File: config.mk
export PLATFORM = sky130hd
export DESIGN_NAME = axi_rd_nsaid_arbiter
export DESIGN_NICKNAME = d
export VERILOG_FILES = /design/src/rtl/axi_rd_nsaid_arbiter.sv
export SDC_FILE = /design/constraint.sdc
export NUM_CORES = 1
export LEC_CHECK = 0
export ABC_CLOCK_PERIOD_IN_PS = 9990
export BUFFER_PORTS_ARGS = -buffer_cell sky130_fd_sc_hd__buf_2
export CAP_MARGIN = 20
export CORE_AREA = 3 3 189 191
export DETAILED_ROUTE_END_ITERATION = 6
export DIE_AREA = 0 0 192 194
export PLACE_DENSITY = 0.58
export SLEW_MARGIN = 5
export SYNTH_ARGS = -nofsm -noshare
export SYNTH_HDL_FRONTEND = slang
export SYNTH_SLANG_ARGS = --single-unit
File: constraint.sdc
create_clock -name clk_i -period 9.99 [get_ports clk_i]
set_clock_uncertainty 0.2 [all_clocks]
set_input_delay 1.998 -clock clk_i [delete_from_list [all_inputs] [get_ports clk_i]]
set_output_delay 1.998 -clock clk_i [all_outputs]
set_load 0.03 [all_outputs]
File: src/rtl/axi_rd_nsaid_arbiter.sv
// AXI4 read-path arbiter: round-robin AR grant stamped with the requester NSAID, R routed back
// through an in-flight ID table. Optional per-requester stall counters: AXI_RD_ARB_PERF_EN.

package axi_rd_nsaid_pkg;
  localparam int unsigned IdW = 4;
  typedef logic [IdW-1:0] id_t;

  typedef struct packed {
    id_t         id;
    logic [31:0] addr;
    logic [7:0]  len;
    logic [2:0]  size;
    logic [1:0]  burst;
  } ar_chan_t;

  typedef struct packed {
    id_t         id;
    logic [31:0] addr;
    logic [7:0]  len;
    logic [2:0]  size;
    logic [1:0]  burst;
    logic [3:0]  nsaid;
  } ar_chan_nsaid_t;

  typedef struct packed {
    id_t         id;
    logic [31:0] data;
    logic [1:0]  resp;
    logic        last;
  } r_chan_t;
endpackage

module axi_rd_nsaid_arbiter
  import axi_rd_nsaid_pkg::*;
#(
  parameter int unsigned NumMst   = 4,
  parameter int unsigned IdWidth  = IdW,
  parameter int unsigned MaxTxn   = 8,
  parameter int unsigned CntWidth = 32
) (
  input  logic                       clk_i,
  input  logic                       rst_i,
  input  ar_chan_t [NumMst-1:0]      mst_ar_i,
  input  logic [NumMst-1:0]          mst_ar_valid_i,
  output logic [NumMst-1:0]          mst_ar_ready_o,
  output r_chan_t [NumMst-1:0]       mst_r_o,
  output logic [NumMst-1:0]          mst_r_valid_o,
  input  logic [NumMst-1:0]          mst_r_ready_i,
  input  logic [NumMst-1:0][3:0]     nsaid_cfg_i,
  output ar_chan_nsaid_t             slv_ar_o,
  output logic                       slv_ar_valid_o,
  input  logic                       slv_ar_ready_i,
  input  r_chan_t                    slv_r_i,
  input  logic                       slv_r_valid_i,
  output logic                       slv_r_ready_o,
  output logic                       err_o
`ifdef AXI_RD_ARB_PERF_EN
  ,
  output logic [NumMst-1:0][CntWidth-1:0] perf_stall_o
`endif
);

  localparam int unsigned MstW   = (NumMst > 1) ? $clog2(NumMst) : 1;
  localparam int unsigned CntW   = $clog2(MaxTxn + 1);
  localparam int unsigned NumIds = 2 ** IdWidth;

  if (NumMst < 2 || NumMst > 8 || IdWidth != IdW || CntWidth < 1) begin : g_bad_param
    $error("axi_rd_nsaid_arbiter: unsupported parameter set");
  end

  typedef enum logic [0:0] {ST_IDLE = 1'b0, ST_LOCKED = 1'b1} state_e;

  state_e              state_r, state_s;
  logic [MstW-1:0]     rr_ptr_r, lock_idx_r, pick_s, grant_idx_s, idx_s;
  logic [MstW:0]       cand_s;
  logic [3:0]          nsaid_r, nsaid_s;
  logic                pick_vld_s, ar_vld_s, ar_hs_s, err_r;
  logic [NumMst-1:0]   eligible_s;
  id_t                 ar_id_s, r_id_s;
  logic                r_hit_s, r_last_hs_s, r_drop_s;
  logic [MstW-1:0]     r_owner_s;
  logic [NumIds-1:0]   tbl_inc_s, tbl_dec_s;
  logic                tbl_valid_r [NumIds];
  logic [MstW-1:0]     tbl_owner_r [NumIds];
  logic [CntW-1:0]     tbl_cnt_r   [NumIds];

  // Requester eligibility: its ID is free, or already its own and not full
  always_comb begin
    eligible_s = '0;
    for (int m = 0; m < NumMst; m++) begin
      eligible_s[m] = mst_ar_valid_i[m] &
                      (~tbl_valid_r[mst_ar_i[m].id] |
                       ((tbl_owner_r[mst_ar_i[m].id] == MstW'(m)) &
                        (tbl_cnt_r[mst_ar_i[m].id] < CntW'(MaxTxn))));
    end
  end

  // Round-robin pick; scanning downwards lets the lowest offset from rr_ptr win
  always_comb begin
    pick_s = '0;
    cand_s = '0;
    idx_s  = '0;
    for (int i = NumMst - 1; i >= 0; i--) begin
      cand_s = {1'b0, rr_ptr_r} + (MstW+1)'(i);
      if (cand_s >= (MstW+1)'(NumMst)) begin
        idx_s = MstW'(cand_s - (MstW+1)'(NumMst));
      end else begin
        idx_s = cand_s[MstW-1:0];
      end
      pick_s = eligible_s[idx_s] ? idx_s : pick_s;
    end
    pick_vld_s = |eligible_s;
  end

  // Grant selection and AR handshake; LOCKED holds requester and NSAID until accepted
  always_comb begin
    ar_vld_s    = 1'b0;
    grant_idx_s = pick_s;
    nsaid_s     = nsaid_cfg_i[pick_s];
    case (state_r)
      ST_IDLE: begin
        ar_vld_s    = pick_vld_s;
        grant_idx_s = pick_s;
        nsaid_s     = nsaid_cfg_i[pick_s];
      end
      ST_LOCKED: begin
        ar_vld_s    = 1'b1;
        grant_idx_s = lock_idx_r;
        nsaid_s     = nsaid_r;
      end
      default: begin
        ar_vld_s    = 1'b0;
        grant_idx_s = '0;
        nsaid_s     = 4'd0;
      end
    endcase
    ar_vld_s       = ar_vld_s & ~rst_i;
    ar_hs_s        = ar_vld_s & slv_ar_ready_i;
    mst_ar_ready_o = '0;
    if (ar_hs_s) begin
      mst_ar_ready_o[grant_idx_s] = 1'b1;
      state_s = ST_IDLE;
    end else if (ar_vld_s) begin
      state_s = ST_LOCKED;
    end else begin
      state_s = ST_IDLE;
    end
    ar_id_s         = mst_ar_i[grant_idx_s].id;
    slv_ar_o.id     = mst_ar_i[grant_idx_s].id;
    slv_ar_o.addr   = mst_ar_i[grant_idx_s].addr;
    slv_ar_o.len    = mst_ar_i[grant_idx_s].len;
    slv_ar_o.size   = mst_ar_i[grant_idx_s].size;
    slv_ar_o.burst  = mst_ar_i[grant_idx_s].burst;
    slv_ar_o.nsaid  = nsaid_s;
    slv_ar_valid_o  = ar_vld_s;
  end

  // R routing by table lookup; unknown IDs are sunk and flagged
  always_comb begin
    r_id_s        = slv_r_i.id;
    r_hit_s       = tbl_valid_r[r_id_s];
    r_owner_s     = tbl_owner_r[r_id_s];
    mst_r_valid_o = '0;
    if (slv_r_valid_i && !rst_i) begin
      if (r_hit_s) begin
        mst_r_valid_o[r_owner_s] = 1'b1;
        slv_r_ready_o            = mst_r_ready_i[r_owner_s];
      end else begin
        slv_r_ready_o = 1'b1;
      end
    end else begin
      slv_r_ready_o = 1'b0;
    end
    r_last_hs_s = slv_r_valid_i & ~rst_i & r_hit_s & slv_r_ready_o & slv_r_i.last;
    r_drop_s    = slv_r_valid_i & ~rst_i & ~r_hit_s;
    tbl_inc_s   = ar_hs_s ? (NumIds'(1) << ar_id_s) : '0;
    tbl_dec_s   = r_last_hs_s ? (NumIds'(1) << r_id_s) : '0;
  end

  assign mst_r_o = {NumMst{slv_r_i}};
  assign err_o   = err_r;

  // Arbiter state, round-robin pointer, locked NSAID and sticky error
  always_ff @(posedge clk_i) begin
    if (rst_i) begin
      state_r    <= ST_IDLE;
      rr_ptr_r   <= '0;
      lock_idx_r <= '0;
      nsaid_r    <= 4'd0;
      err_r      <= 1'b0;
    end else begin
      state_r <= state_s;
      if (ar_hs_s) begin
        rr_ptr_r <= (grant_idx_s == MstW'(NumMst - 1)) ? '0 : grant_idx_s + MstW'(1);
      end
      if (ar_vld_s && !ar_hs_s && state_r == ST_IDLE) begin
        lock_idx_r <= pick_s;
        nsaid_r    <= nsaid_cfg_i[pick_s];
      end
      if (r_drop_s) begin
        err_r <= 1'b1;
      end
    end
  end

  // In-flight ID table; a simultaneous issue and retire on one ID cancel out
  always_ff @(posedge clk_i) begin
    for (int e = 0; e < NumIds; e++) begin
      if (rst_i) begin
        tbl_valid_r[e] <= 1'b0;
        tbl_owner_r[e] <= '0;
        tbl_cnt_r[e]   <= '0;
      end else if (tbl_inc_s[e] && !tbl_dec_s[e]) begin
        tbl_valid_r[e] <= 1'b1;
        tbl_owner_r[e] <= grant_idx_s;
        tbl_cnt_r[e]   <= tbl_cnt_r[e] + CntW'(1);
      end else if (tbl_dec_s[e] && !tbl_inc_s[e]) begin
        tbl_valid_r[e] <= (tbl_cnt_r[e] != CntW'(1));
        tbl_cnt_r[e]   <= tbl_cnt_r[e] - CntW'(1);
      end
    end
  end

`ifdef AXI_RD_ARB_PERF_EN
  logic [NumMst-1:0][CntWidth-1:0] perf_stall_r;

  // Saturating per-requester stall cycle counters
  always_ff @(posedge clk_i) begin
    for (int m = 0; m < NumMst; m++) begin
      if (rst_i) begin
        perf_stall_r[m] <= '0;
      end else if (mst_ar_valid_i[m] && !mst_ar_ready_o[m] && (perf_stall_r[m] != '1)) begin
        perf_stall_r[m] <= perf_stall_r[m] + CntWidth'(1);
      end
    end
  end

  assign perf_stall_o = perf_stall_r;
`endif

endmodule

======== Word level (Yosys, flattened, before mapping) ========
Memories as Yosys holds them, arrays and structs flattened.
Cells that the tools add are included.
cells by class
  reductions and logical operators ........ 74
  shift operators ......................... 2
  magnitude comparators ................... 17
  muxes and demuxes ....................... 232
  $add $sub $neg .......................... 40
  bitwise operators ....................... 106
  equal/unequal tests ..................... 20
operators by type and width
  cell                  number
  $mux 1                156
  $mux 4                36
  $bmux 49 s2           1
  $or 1x1->1            84
  $add 4x1->4 const B   16
  $ne 4x1->1 const B    16
  $sub 4x1->4 const B   16
  $mux 2                25
  $mux 49               1
  $logic_and 1x1->1     37
  $logic_not 1->1       34
  $mux 16               2
  $shl 1x4->16 const A  2
  $lt 2x3->1 const B    7
  $lt 4x4->1 const B    4
  $and 1x1->1           15
  $bmux 1 s2            5
  $ge 3x3->1 const B    3
  $bmux 4 s2            1
  $pmux 4 s2            1
  $sub 2x1->2 const B   4
  $not 1->1             7
  $add 2x2->3 const B   2
  $eq 2x2->1 const B    3
  11 further kinds      13
word-level totals
  logic and storage cells ................. 499
  RAM bits ................................ 112
  output and inout bits ................... 220
  bits of input ports ..................... 263
  memories kept ........................... 3
  bits in registers ....................... 10
memories
  memory       words  bits a word  rd ports  clocked after Yosys merged registers in  write ports  line  RTL
  tbl_cnt_r    16     4            20        0                                        16           85    logic [CntW-1:0] tbl_cnt_r [NumIds];
  tbl_owner_r  16     2            5         0                                        16           84    logic [MstW-1:0] tbl_owner_r [NumIds];
  tbl_valid_r  16     1            5         0                                        16           83    logic tbl_valid_r [NumIds];

======== Depth between registers and ports, before layout ========
Gate-level depths: netlist (run 1).
An unclocked memory read counts as a cell.
  depth after elaboration ................. 23
  gate-level depth with buffers ........... 21
  depth with buffers taken out ............ 16

======== Worst setup path before layout (run 1) ========
Ideal clock, no wire load.
  path type ............................... in2out
  from .................................... input mst_ar_i[193] in the netlist's numbering
  to ...................................... output slv_ar_o[0] in the netlist's numbering
  data required time ...................... 7.792 ns
  path slack .............................. 2.537 ns
  arrival time ............................ 5.255 ns
  path buffers ............................ 1
  stages .................................. 9
  cell sequence ........................... clkbuf_1 -> a32oi_1 -> mux2i_1 -> a2111oi_2 -> nor4_1 -> o21a_1 -> a2111oi_0 -> o21ai_0 -> o21ai_0
RTL lines
  element          line  RTL
  start, declared  43    input ar_chan_t [NumMst-1:0] mst_ar_i,
  end, declared    50    output ar_chan_nsaid_t slv_ar_o,

==> results.toml, run 1 <==
[die]
die_y_um = 194
dieWidth_um = 192
start_util_pct = 35.30
dieArea_um2 = 37250
io_pins = 483
fp-row-count = 68
placeableCoreArea_um2 = 34290

[setup_path]
crit_path_max_incr_delay_ns = 0.70
cp.arrival_ns = 6.08
slowest_stage = "a2111oi_0"
endpoint_kind = "output pin"
cp.required_ns = 7.79
worstPathCellList = "buf_2 -> nand4b_1 -> o22ai_1 -> a2111oi_0 -> a211o_1 -> a311oi_1 -> nor2_1 -> nand2_1 -> nand2_4 -> buf_4 -> nand2_1 -> and3_1 -> a31oi_1 -> buf_2"
critPathKind = "input pin to output pin"
cp_max_fo = 94
cp_top_family = "compound AO/OA/AOI/OAI gates"
path_buf_inv = 3
cp-start-kind = "input pin"

[pwr]
p_switching_mw = 0.9152
p_sw_share_pct = 42.42
total_power_mw = 2.157
ir_drop_v = 0.0001209
p_comb_share_pct = 41.7
power.leakage_nw = 5.678
cellPowerDensity_nw_per_um2 = 161.6
clkPwrFrac_pct = 27.7
pwr-share-seq_pct = 30.6
p_int_mw = 1.242

[placed_design]
place_ws_ns = 1.626
dp_hpwl_um = 38020
numPlacedInstances = 2030
place_area_um2 = 12780
place.gp.congestion = 0.9610
io_buffers = 312

[clocking]
cts_sinks = 122
cts_resized = 0
clkTransAtPathRegs_ns = 0.06
postCtsSetupRepairBufs = 0
cts_hold_buf = 0
cts_inserted_buffers = 17
cts_tree = "built"
clk-insertion-delay-late_ns = 0.42
cts.htree.levels = 4
clk_path_buf_depth = 2
root_buffer = "clkbuf_16"

[grt]
antenna_found_initial = 6
grtUsageMet2_pct = 39.81
grt_max_degree = 95
grt_usage_pct = 24.60
grt_use_met1_pct = 31.06
grt_overflow = 0
grt.busiest_layer = "met2"
use_met3_pct = 8.570
first_global_vias = 11050
grt_pass1_wl_um = 69570

[cells_and_area]
fin_cells = 2065
fin_util_pct = 38.93
fin_area_um2 = 13350
layout-drive-gt1-share_pct = 25.14
area_delta_synth_final_pct = 10.29
layout.nets = 1909

[sta]
drv_slew = 0
tightest_slew_ns = 1.011
fin_ws_ns = 1.716
setup_violations = 0
fin_tns_setup_ns = 0
min_period_over_period_pct = 82.82
hold_viol = 0
slew_headroom_pct = 32.46
whs_ns = 0.2939
timing.fmax_mhz = 120.9
min_period_ns = 8.274
rsz0062_at_grt = "no"

[drt]
viasPerCell = 5.747
drt_iter0_drc = 922
routedWlPerCell_um = 23.22
drc = 0
routed_wirelength_um = 47940
drt-pass1-iter-count = 5
antenna_left = 0
vias = 11870

[hold_path]
hold_class = "register to register"

[run_status]
status = "complete, no violations"

[synthesis]
muxShareOfSynthArea_pct = 5.882
synth_cells = 1497
synth_top_cell_by_area = "edfxtp_1"
ys_seq_elements = 122
yosys-top-cells-area = "edfxtp_1 28%, buf_4 9.8%, nand2_1 8.6%, ha_1 5.4%, and3_1 3.0%"
async_flop_share_pct = 0
synth_area_um2 = 12100
yosysWarnings = 0
synthAdderAreaFrac_pct = 5.375
yosysSeqAreaShare_pct = 29.44
synth_cell_types = 78
synth_edf_count = 112
synth-simple-area-share_pct = 27.57
synth_compound_area_share_pct = 16.78
netlist.area_leader.share_pct = 27.79
synth-main-ff-cell = "edfxtp_1"
synth_xor_area_share_pct = 0
synth_nets = 1812
syn_avg_cell_area_um2 = 8.086
synth_top_family_by_area = "simple AND/OR/NAND/NOR gates"

[run]
maxCapViolCount = 0
-- sequential cells by signal, summed over array words and instances, names as in the netlist --
| register | count |
|---|---|
| state_r | 1 |
| tbl_cnt_r | 64 |
| rr_ptr_r | 2 |
| tbl_valid_r | 16 |
| lock_idx_r | 2 |
| nsaid_r | 4 |
| tbl_owner_r | 32 |
| err_o | 1 |
-- kinds of logic after synthesis --
kind of cell,after synthesis
AND/OR/NAND/NOR,668
flip-flops,122
AO/OA/AOI/OAI,287
multiplexers,51
buffers and inverters,317
adder cells (fa/ha/maj),52
-- worst reg2reg max path, stage by stage (launching register included) --
cell and delay, ns:
edfxtp_1 0.53, nor3b_1 0.40, o221ai_1 0.20, a2111oi_2 0.46, o21ai_0 0.13, a311oi_1 0.37, nor2_1 0.09, nand2_1 0.13
nand2_4 0.06, inv_4 0.54, buf_4 0.54, mux2i_1 0.17, mux2_4 0.36, nor4_1 0.88, nand2_1 0.45, nand3_1 0.38
-- cells in the final DEF (no fill, tap or decap), types with 15 or more instances in the layout --
cell,n
buf_2,312
nand2_1,275
edfxtp_1,112
nor2_1,94
inv_1,70
and3_1,58
o21ai_0,52
ha_1,52
a31oi_1,51
nor3b_1,43
nand3_1,40
a21oi_1,37
mux2i_1,28
nor3_1,24
nand3b_1,18
clkbuf_16,18
or3_1,16
o311ai_0,15
mux4_2,15
-- layer usage --
metal / routed length (um) / up-vias
met1: 19210 / 5696
li1: - / 5460
met3: 5280 / 60
met2: 22220 / 643
met5: 158 / -
met4: 1078 / 8
-- cells in the mapped netlist (11+ instances only) --
cell      instances
buf_1            11
clkbuf_1         57
nor3_1           24
nand3_1          40
ha_1             52
a31oi_1          51
o311ai_0         15
mux2i_1          28
o221ai_1         11
o21ai_0          52
edfxtp_1        112
nand3b_1         18
mux4_2           15
nand2_1         276
or3_1            16
a21oi_1          37
nor2_1           94
nor3b_1          43
inv_1            70
and3_1           58
nor2b_1          14
or2_2            14
buf_4           158
nand2b_1         13
buf_2            16
a221oi_1         12
nor4_1           13
-- path summary, 6_finish.rpt --
path                   start         endpoint  slack (ns)  cells past startpoint
min reg2reg            err_o            err_o        0.29                      2
min                    err_o            err_o        0.29                      2
max            mst_ar_i[143]      slv_ar_o[6]        1.72                     14
max reg2reg  tbl_cnt_r[2][3]  tbl_cnt_r[9][1]        3.79                     15
-- layout make-up --
type | instances | area, um2
antenna | 3 | 7.507
clock buffer | 24 | 493.0
clock inverter | 8 | 67.56
fill | 3510 | 20940
inverter | 74 | 280.3
multi-input combinational | 1058 | 6739
sequential | 122 | 3563
tap | 455 | 569.3
timing repair buffer | 321 | 1629
-- power by group through the flow --
stage	logic, mW	clock network [mW]	registers (mW)
floorplan	0.684	0	0.647
global placement	0.890	0	0.668
CTS	0.899	0.607	0.658
global route	0.958	0.629	0.668
finish	0.899	0.598	0.661
detailed placement	0.896	0	0.669
Power figures use the tool's default switching activity.
==> run 2: changes to the inputs <==
ABC_CLOCK_PERIOD_IN_PS = 6800   (was 9990)
CORE_AREA = 3 3 187 189   (was 3 3 189 191)
DIE_AREA = 0 0 190 192   (was 0 0 192 194)
PLACE_DENSITY = 0.62   (was 0.58)
clock period = 6.8 ns   (was 9.99 ns; I/O delays follow)
==> run 2 against run 1 <==
Effect of this change:
- register-to-register slack lost 2.4 ns
- combinational power grew 54%
- worst setup slack lost 1.4 ns
- critical path type unchanged
- critical endpoint is now slv_ar_o[4]
==> results.toml, run 2 (same netlist as run 1, synthesis figures left out) <==
[cells_and_area]
area_delta_synth_final_pct = 11.61
fin_cells = 2074
fin_area_um2 = 13510
largest_reg_flops = 64
layout.nets = 1923
final_common_cell = "buf_2"
top_regs = "tbl_cnt_r x64, tbl_owner_r x32, tbl_valid_r x16"
final_cell_mix = "312 x buf_2, 275 x nand2_1, 112 x edfxtp_1"
layout-drive-gt1-share_pct = 26.10
largest_register = "tbl_cnt_r"

[drt]
routedWlPerCell_um = 23.52
drt_iter0_drc = 914
drc = 0
viasPerCell = 5.706
drt-pass1-iter-count = 6
vias = 11840
antenna_left = 0
routed_wirelength_um = 48790

[die]
start_util_pct = 36.19
io_pins = 483
die_y_um = 192
dieArea_um2 = 36480
fp-row-count = 67
dieWidth_um = 190
placeableCoreArea_um2 = 33450

[grt]
grt_max_degree = 95
grt_usage_pct = 25.47
grt_pass1_wl_um = 69370
antenna_found_initial = 11
grt_overflow = 0
first_global_vias = 11190

[clocking]
clk_path_buf_depth = 2
cts_inserted_buffers = 17
cts_tree = "built"
cts_hold_buf = 0
postCtsSetupRepairBufs = 0
root_buffer = "clkbuf_16"
cts.htree.levels = 4
cts_sinks = 122
clk-insertion-delay-late_ns = 0.44
cts_resized = 0
clkTransAtPathRegs_ns = 0.06

[sta]
min_period_over_period_pct = 96.08
setup_violations = 0
hold_viol = 0
tightest_slew_ns = 0.8018
drv_slew = 0
fin_tns_setup_ns = 0
timing.fmax_mhz = 153.1
rsz0062_at_grt = "no"
slew_headroom_pct = 46.55
min_period_ns = 6.533

[pwr]
p_comb_share_pct = 42.9
p_switching_mw = 1.401
pwr-share-seq_pct = 30.4
p_int_mw = 1.803
cellPowerDensity_nw_per_um2 = 237.2
power.leakage_nw = 5.756
p_sw_share_pct = 43.73
clkPwrFrac_pct = 26.7
ir_drop_v = 0.0002016

[setup_path]
crit_path_max_incr_delay_ns = 0.43
path_buf_inv = 3
cp.required_ns = 5.24
r2r_start = "tbl_cnt_r[9][3]"
worstSetupEndpoint = "slv_ar_o[4]"
rrSetupSlack_ns = 1.44
worstPathCellList = "buf_2 -> o311ai_1 -> a2111oi_0 -> a311oi_1 -> a31oi_1 -> nor4_1 -> a311oi_1 -> nand2_1 -> nand2_4 -> buf_12 -> nand2_1 -> and3_1 -> a31oi_1 -> buf_2"
r2r_cells = 13
crit_path_start = "mst_ar_i[45]"
cp.arrival_ns = 4.97
cp_max_fo = 94
regToRegEndpoint = "tbl_valid_r[13]"
cp_top_family = "compound AO/OA/AOI/OAI gates"
path_depth = 14
critPathKind = "input pin to output pin"
slowest_stage = "a2111oi_0"
cp-start-kind = "input pin"
endpoint_kind = "output pin"

[placed_design]
dp_hpwl_um = 38990
place.gp.congestion = 0.9651
io_buffers = 312
numPlacedInstances = 2037
place_area_um2 = 12940

[run_status]
status = "complete, no violations"

[hold_path]
hold_class = "register to register"

[run]
maxCapViolCount = 0
==> run 2: power groups by stage <==
| stage | combinational (mW) | clock, mW | sequential (mW) |
|---|---|---|---|
| 2_1_floorplan | 1.00 | 0 | 0.950 |
| 3_3_place_gp | 1.36 | 0 | 0.981 |
| 3_5_place_dp | 1.37 | 0 | 0.985 |
| 4_1_cts | 1.38 | 0.866 | 0.969 |
| 5_1_grt | 1.47 | 0.896 | 0.982 |
| 6_report | 1.38 | 0.856 | 0.973 |
==> run 2: routing by layer <==
metal  GRT usage, %  vias to the layer above  wire, um
met2          40.22                      633     21910
li1               -                     5503         -
met1          31.06                     5596     19610
met3          8.706                       95      4980
met4          11.97                        8      2125
met5          2.610                        -       165
==> run 2: layout make-up <==
cell class | count | area [um2]
Antenna cell | 5 | 12.51
Clock buffer | 18 | 439.2
Clock inverter | 14 | 111.4
Fill cell | 3402 | 19940
Inverter | 74 | 280.3
Multi-Input combinational cell | 1058 | 6745
Sequential cell | 122 | 3563
Tap cell | 448 | 560.5
Timing Repair Buffer | 335 | 1797
==> run 2: worst min-delay path: stages (launching register included) <==
cell and delay, ns:
dfxtp_1 0.33, mux2i_1 0.07, nor2_1 0.07
==> run 2: metrics by stage <==
| stage | hold slack [ns] | setup slack, ns | power (mW) | util, % |
|---|---|---|---|---|
| global route | 0.3268 | 0.04418 | 3.348 | 40.39 |
| detailed placement | 0.2703 | 0.1066 | 2.358 | 38.69 |
| floorplan | 0.2602 | 0.6235 | 1.954 | - |
| CTS | 0.2990 | 0.08804 | 3.215 | 40.33 |
| global placement | 0.2697 | 0.1506 | 2.345 | 38.69 |
| finish | 0.2956 | 0.2666 | 3.204 | 40.39 |
==> run 2: how the worst min path moves through the flow <==
stage                  start  slack, ns             to  cells after the start
3_3_place_gp           err_o       0.27          err_o                      2
4_1_cts                err_o       0.30          err_o                      2
3_5_place_dp           err_o       0.27          err_o                      2
2_1_floorplan  lock_idx_r[0]       0.26  lock_idx_r[0]                      2
6_report       lock_idx_r[1]       0.30  lock_idx_r[1]                      2
5_1_grt                err_o       0.33          err_o                      2
